**src/rtl/vr16_dmem_responder.sv**
```systemverilog
// vr16_dmem_responder: single-port 16-bit data RAM answering a req/ready
// handshake after WAIT_CYCLES wait states.
//
// Ports:
//   global_clk   : clock. All state changes on its rising edge.
//   global_reset : asynchronous reset, active low.
//   req          : request. we/addr/wdata are captured on the accept edge.
//   we           : 1 = write, 0 = read.
//   addr         : 16-bit word address. Only addr < 2**ADDR_WIDTH is in range.
//   wdata        : write data.
//   ready        : one-cycle completion strobe.
//   rdata        : read data. Zero unless ready is high on an in-range read.
//   err          : out-of-range flag. Only meaningful while ready is high.
//   busy         : high from the accept edge through the ready cycle.
//   txn_count    : completed transactions, wrapping at 16 bits.
//
// Timing: the RAM is accessed on the edge that enters RESP. The registered
// response is loaded on the edge that leaves RESP, so ready is high in the
// cycle that starts WAIT_CYCLES+1 edges after the accept edge. The FSM sits
// in IDLE during that cycle, which lets a held req be accepted straight away.
module vr16_dmem_responder #(
    parameter int ADDR_WIDTH  = 8,
    parameter int WAIT_CYCLES = 2
) (
    input  logic        global_clk,
    input  logic        global_reset,
    input  logic        req,
    input  logic        we,
    input  logic [15:0] addr,
    input  logic [15:0] wdata,
    output logic        ready,
    output logic [15:0] rdata,
    output logic        err,
    output logic        busy,
    output logic [15:0] txn_count
);
    localparam int DEPTH = 2 ** ADDR_WIDTH;

    typedef enum logic [1:0] {
        IDLE = 2'd0,
        WAIT = 2'd1,
        RESP = 2'd2
    } state_t;

    state_t      state, state_nx;
    logic [3:0]  wcnt, wcnt_nx;

    logic        we_q;
    logic [15:0] addr_q, wdata_q;

    logic [15:0] mem [DEPTH];
    logic [15:0] rd_q;

    logic        src_we, src_ok, q_ok, enter_resp, ram_we;
    logic [15:0] src_addr, src_wdata;

    logic        ready_d, err_d, busy_d;
    logic [15:0] rdata_d;

    // With WAIT_CYCLES=0, RESP is entered on the accept edge itself, before
    // the capture registers hold the request. So the RAM takes the live
    // inputs while in IDLE and the captured copy otherwise.
    assign src_we    = (state == IDLE) ? we    : we_q;
    assign src_addr  = (state == IDLE) ? addr  : addr_q;
    assign src_wdata = (state == IDLE) ? wdata : wdata_q;

    // Range test on the full 16-bit address. Truncating to the index width
    // would alias out-of-range writes onto low words.
    assign src_ok = (src_addr >> ADDR_WIDTH) == 16'd0;
    assign q_ok   = (addr_q >> ADDR_WIDTH) == 16'd0;

    assign enter_resp = (state != RESP) && (state_nx == RESP);

    // Reset holds the FSM in IDLE, but a held req with WAIT_CYCLES=0 would
    // still look like a RESP entry. The reset term blocks that stray write.
    assign ram_we = enter_resp && src_we && src_ok && global_reset;

    // State register
    always_ff @(posedge global_clk or negedge global_reset) begin
        if (!global_reset) begin
            state <= IDLE;
            wcnt  <= 4'd0;
        end else begin
            state <= state_nx;
            wcnt  <= wcnt_nx;
        end
    end

    // Request capture on the accept edge. Later input changes are ignored.
    always_ff @(posedge global_clk or negedge global_reset) begin
        if (!global_reset) begin
            we_q    <= 1'b0;
            addr_q  <= 16'd0;
            wdata_q <= 16'd0;
        end else if (state == IDLE && req) begin
            we_q    <= we;
            addr_q  <= addr;
            wdata_q <= wdata;
        end
    end

    // Next-state logic. wcnt holds the number of WAIT cycles still to run.
    always_comb begin
        state_nx = state;
        wcnt_nx  = wcnt;
        case (state)
            IDLE: begin
                if (req) begin
                    wcnt_nx  = 4'(WAIT_CYCLES);
                    state_nx = (WAIT_CYCLES == 0) ? RESP : WAIT;
                end
            end
            WAIT: begin
                if (wcnt <= 4'd1) begin
                    wcnt_nx  = 4'd0;
                    state_nx = RESP;
                end else begin
                    wcnt_nx = wcnt - 4'd1;
                end
            end
            RESP:    state_nx = IDLE;
            default: begin
                state_nx = IDLE;
                wcnt_nx  = 4'd0;
            end
        endcase
    end

    // Output logic, evaluated one cycle ahead of the output registers.
    always_comb begin
        ready_d = (state == RESP);
        err_d   = (state == RESP) && !q_ok;
        rdata_d = ((state == RESP) && !we_q && q_ok) ? rd_q : 16'd0;
        busy_d  = (state_nx != IDLE) || (state == RESP);
    end

    always_ff @(posedge global_clk or negedge global_reset) begin
        if (!global_reset) begin
            ready     <= 1'b0;
            err       <= 1'b0;
            rdata     <= 16'd0;
            busy      <= 1'b0;
            txn_count <= 16'd0;
        end else begin
            ready <= ready_d;
            err   <= err_d;
            rdata <= rdata_d;
            busy  <= busy_d;
            if (state == RESP)
                txn_count <= txn_count + 16'd1;
        end
    end

    // RAM. Reset does not clear it. rd_q gets the word as it was before any
    // write on the same edge.
    always_ff @(posedge global_clk) begin
        if (ram_we)
            mem[src_addr[ADDR_WIDTH-1:0]] <= src_wdata;
        if (enter_resp)
            rd_q <= mem[src_addr[ADDR_WIDTH-1:0]];
    end

endmodule

```
**config.mk**
```make
export PLATFORM = sky130hd
export DESIGN_NAME = vr16_dmem_responder
export DESIGN_NICKNAME = d
export VERILOG_FILES = /design/src/rtl/vr16_dmem_responder.sv
export SDC_FILE = /design/constraint.sdc
export NUM_CORES = 2
export LEC_CHECK = 0
export BUFFER_PORTS_ARGS = -buffer_cell sky130_fd_sc_hd__buf_2
export CORE_ASPECT_RATIO = 0.8
export CORE_MARGIN = 10
export CORE_UTILIZATION = 40
export CTS_CLUSTER_SIZE = 14
export DETAILED_ROUTE_END_ITERATION = 10
export SYNTH_ARGS = -nofsm -noshare
export SYNTH_HDL_FRONTEND = slang
export SYNTH_SLANG_ARGS = --single-unit
```
**constraint.sdc**
```tcl
create_clock -name global_clk -period 5.5 [get_ports global_clk]
set_input_delay 0.825 -clock global_clk [delete_from_list [all_inputs] [get_ports global_clk]]
set_output_delay 0.825 -clock global_clk [all_outputs]
set_load 0.005 [all_outputs]
```
### After elaboration in Yosys (flattened, before gate mapping)

Memories as Yosys holds them, arrays and structs flattened. A register that Yosys moved wholly into a read port is not among the register bits.
Index checks and enable logic that the tools add are counted.

* add/sub/neg operators: 2
* order comparisons: 1
* equal/unequal tests: 5
* muxes and demuxes: 12
* bitwise gates (word level): 1
* reductions and logical operators: 16

Operator list (count)
* two-way mux 16 bit: 3
* zero test 16 bit: 2
* adder 16 x 1 -> 16 bit (second input constant): 1
* one-hot mux 4 bit (3 select lines): 1
* logical AND 1 bit: 8
* two-way mux 4 bit: 2
* equality test 2 bit (second input constant): 2
* <= comparator 4 x 1 -> 1 bit (second input constant): 1
* two-way mux 2 bit: 2
* inequality test 2 bit (second input constant): 2
* one-hot mux 2 bit (2 select lines): 1
* subtractor 4 x 1 -> 4 bit (second input constant): 1
* two-way mux 1 bit: 3
* equality test 2 x 1 -> 1 bit (second input constant): 1
* zero test 1 bit: 2
* zero test 2 bit: 1
* AND reduction 2 bit: 1
* nonzero test 2 bit: 1
* logical OR 1 bit: 1
* inverter 1 bit: 1

* register bits: 74
* RAM bits: 4096
* bits of input ports: 36
* output and inout port bits: 35
* word-level logic and storage cells: 48
* memories kept: 1

Memories
* mem: words 256, width 16, rd ports 1, clocked after Yosys merged registers in 1, write ports 1, RTL line 51 `logic [15:0] mem [DEPTH];`

### Logic depth before layout (Yosys ltp)

* word-level depth: 10
* depth in mapped cells: 11
* mapped depth without buffers: 8

### Worst setup path before layout

Ideal clock, no wire load.

* path kind: register to register
* start point: reg state[0]
* end point: mem mem[0][10], data pin
* library setup time: 0.823 ns
* data arrival time: 4.531 ns
* slack: 0.146 ns
* cell stages (with the launch flop): 8
* buffers on the path: 4
* clock period less this slack: 5.354 ns
* path through: dfrtp_1 > buf_6 > nor2_8 > buf_4 > clkbuf_1 > buf_1 > nand2_1 > nand2_1

* longest elaborated chain between the ends: 2

Ends and longest elaborated chain
* start, declared: RTL line 45 `state_t state, state_nx;`
* start signal, assigned: RTL line 84 `state <= state_nx;`
* zero test 2 bit: RTL line 65 `assign src_wdata = (state == IDLE) ? wdata : wdata_q;`
* two-way mux 16 bit: RTL line 65
* named net src_wdata[10]: RTL line 55 `logic [15:0] src_addr, src_wdata;`
* end, declared: RTL line 51

The timed path passes the listed nets, and every way through them passes these cells.

### Worst setup path in the final report

* start point: reg state[0]
* end point: reg rd_q[6], read port of mem, data pin

* longest elaborated chain between the ends: 4
* elaborated cells between the ends (all ways): 9
* those cells by class: eq/ne (3); mux (4); reduce/logical (2)

Ends and longest elaborated chain
* equality test 2 x 1 -> 1 bit, or another cell as far along: RTL line 106 `case (state)`
* one-hot mux 2 bit (2 select lines): RTL line 106
* equality test 2 bit: RTL line 72 `assign enter_resp = (state != RESP) && (state_nx == RESP);`
* logical AND 1 bit: RTL line 72
* end, declared: RTL line 52 `logic [15:0] rd_q;`

Parallel ways exist; a longest one is shown, timed or not.
A chain may end at the register's enable or synchronous reset.

==> flow_summary_export.csv <==
group,metric,value,unit
placement,portBuffers,70,
finish,post-route-util,0.462,
placement,gp_congestion,0.852,
route,first_pass_iters,6,
finish,fin_cells,14800,
die,dieWidth,715,µm
global_routing,overflow,0,
hold_path,holdPathEnd,"addr_q[9]",
timing,fmax,0.181,GHz
setup_path,startpoint,"state[0]",
power_and_ir_drop,vdd_drop_max,0.815,mV
timing,fin_crit_sh,1.00,
setup_path,timing.critical_path.arrival,6200,ps
timing,worst_slack,-15.0,ps
placement,hpwl,269000,µm
synthesis,syn_inst,8832,
setup_path,critPathMostFrequentCell,"buf_12",
route,routed_via_density,6.10,
synthesis,synth-edff-count,4112,
synthesis,syn_area,0.154,mm²
finish,nets,9399,
finish,synthToLayoutAreaGrowth,14.8,%
route,wl,463000,µm
die,rows,203,
status,outcome,"finished, violations left",
route,antenna_left,0,
timing,rsz0062_at_grt,"no",
timing,slew_violations,0,
setup_path,path_cells,"nor2_8 -> o21ai_4 -> buf_12 -> buf_12 -> buf_4 -> a22oi_1 -> a21oi_1 -> o41ai_1 -> a41oi_2 -> or4_1",
placement,place_inst,14100,
timing,tightest_slew,1440,ps
clock_network,cts.sinks,4186,
die,ios,71,
clock_network,cts_root_buf,"clkbuf_16",
route,drtIter0Drc,13700,
setup_path,crit_family,"compound AO/OA/AOI/OAI gates",
timing,finalClockSkew,128,ps
hold_path,hold_path_class,"primary input to flop",
synthesis,avgSynthCellArea,17.5,µm²
global_routing,grt_pass1_vias,87100,
synthesis,seq_area_frac_synth,0.812,
setup_path,regToRegSetupSlack,-10,ps
power_and_ir_drop,leakage,54.3,nW
clock_network,cts_buffers,392,
job,cap_violations,0,
clock_network,post-cts-setup-buffers,0,
clock_network,cts_tree,"done",
hold_path,hold_start,"addr[9]",
die,initial_core_util,0.403,
timing,setup_viol,1,
setup_path,cp-start-kind,"flop",
global_routing,antenna_found_initial,39,
die,coreArea,0.383,mm²
global_routing,grt_pass1_wl,655000,µm
route,drc_errors,0,
clock_network,clock_path_buffers,4,
setup_path,reg2reg_to,"rd_q[6]",
route,routed-via-count,90400,
synthesis,ys_warn_count,0,
die,fp.dieArea,0.411,mm²
hold_path,holdPathStages,3,
synthesis,synthDistinctLibCells,44,
synthesis,synth_nets,8871,
die,die_h,576,µm
status,violations,"negative setup slack",
route,wl_per_cell,31.2,µm
setup_path,critPathMaxStageDelay,950,ps
power_and_ir_drop,p_per_area,545,mW/mm²
setup_path,rr_startpoint,"state[0]",
clock_network,h-tree-depth,5,
setup_path,end_kind,"flop",
timing,fin_setup_tns,-15.0,ps
finish,final_common_cell,"edfxtp_1",
setup_path,slowest_stage,"o41ai_1",
synthesis,synthArstFlopShare,0.0177,
setup_path,worstPathRequired,6180,ps
clock_network,worstSkewPairLatency,970,ps
setup_path,path_max_fanout,50,
timing,hold_viol,0,
clock_network,path_clk_slew,60,ps
synthesis,ys_ff_latch,4186,
finish,layout_common_cells,"4112 x edfxtp_1, 2048 x a22oi_1, 1026 x a21oi_1",
timing,relSlewSlack,0.0273,
setup_path,path_buf_inv,3,
timing,period_needed,5510,ps
setup_path,reg2regPathDepth,10,
clock_network,ctsHoldBuffers,0,
timing,holdWs,85.6,ps
global_routing,track_usage,0.217,
placement,place_ws,-131,ps
global_routing,grt_max_degree,173,
finish,drive_above_1_share,0.145,
synthesis,synth_ff_type,"edfxtp_1",
setup_path,crit_type,"flop to flop",
## how the worst max path moves through the flow
stage	slack, ps	end	depth (start not counted)
after floorplan	150	mem[0][10]	7
after global placement	-230	rd_q[15]	11
after detailed placement	-130	rd_q[13]	10
after CTS	50	rd_q[13]	10
after global routing	2	rd_q[6]	10
final	-10	rd_q[6]	10
## kinds of logic (layout without fill, tap and decap cells)
family          Yosys count  in the layout  synth area share
flops                  4186           4186             0.812
compound gates         3421           3421             0.152
buf+inv                 669           1501            0.0197
simple gates            536            536            0.0149
xor+xnor                 16             16          0.000908
fa+ha+maj                 3              3          0.000243
mux                       1              1         0.0000729
other cells               0             34                 0
## layer usage
layer,global-route usage,routed length (µm)
met4,0.0687,15900
met3,0.0475,52700
met5,0,123
met1,0.313,186000
met2,0.327,208000
## sequential cells by signal (all words and copies together) (netlist names)
register,count
mem,4096
err,1
rd_q,16
wdata_q,16
busy,1
state,2
addr_q,16
rdata,16
wcnt,4
txn_count,16
ready,1
we_q,1
## power by group
group / internal (W) / switching [W] / total, W
sequential: 0.0409 / 0.000309 / 0.0412
combinational: 0.00724 / 0.0222 / 0.0294
clock: 0.0143 / 0.0116 / 0.0259
total: 0.0625 / 0.0341 / 0.0966
## cells in the mapped netlist (3+ instances only)
cell	number	share of area
a21oi_1	1026	0.033
a22oi_1	2048	0.10
a31oi_1	3	0.00012
a41oi_1	64	0.0036
and2_1	18	0.00073
buf_1	30	0.00073
buf_2	356	0.012
buf_4	8	0.00039
buf_6	8	0.00058
clkbuf_1	261	0.0063
dfrtp_1	74	0.012
edfxtp_1	4112	0.80
ha_1	3	0.00024
inv_1	6	0.00015
nand2_1	179	0.0044
nand2b_1	16	0.00065
nand3_1	10	0.00032
nand3b_1	4	0.00019
nand4_1	4	0.00016
nor2_1	263	0.0064
nor2b_1	4	0.00016
nor3_1	3	0.000097
nor3b_1	4	0.00019
o21a_1	4	0.00019
o21ai_0	11	0.00036
o41ai_1	256	0.015
or3_1	3	0.00012
or4_1	19	0.00092
or4b_2	3	0.00019
xnor2_1	13	0.00074
xor2_1	3	0.00017
## tightest hold or removal path: stages
cell and delay, ps:
buf_2 80, nand2_1 40, nand2_1 50
## cell type report
| class | count | area [µm²] |
|---|---|---|
| Tap cell | 5125 | 6410 |
| Sequential cell | 4186 | 125000 |
| Antenna cell | 34 | 85.1 |
| Clock buffer | 513 | 10500 |
| Multi-Input combinational cell | 3977 | 26500 |
| Fill cell | 32000 | 206000 |
| Timing Repair Buffer | 797 | 6880 |
| Clock inverter | 185 | 1490 |
| Inverter | 6 | 22.5 |
## stage by stage
stage | total power (W) | cell area [µm²]
2_1_floorplan | 0.0582 | 154000
3_3_place_gp | 0.0702 | 165000
3_5_place_dp | 0.0708 | 165000
4_1_cts | 0.0964 | 177000
5_1_grt | 0.0995 | 177000
6_report | 0.0966 | 177000
## timing repair
action,4_1_cts,5_1_grt
endpoints found under the setup margin,4,5
pin swaps,0,0
gates resized for setup,4,6
endpoints found under the hold margin,0,0
Power figures use the tool's default switching activity.
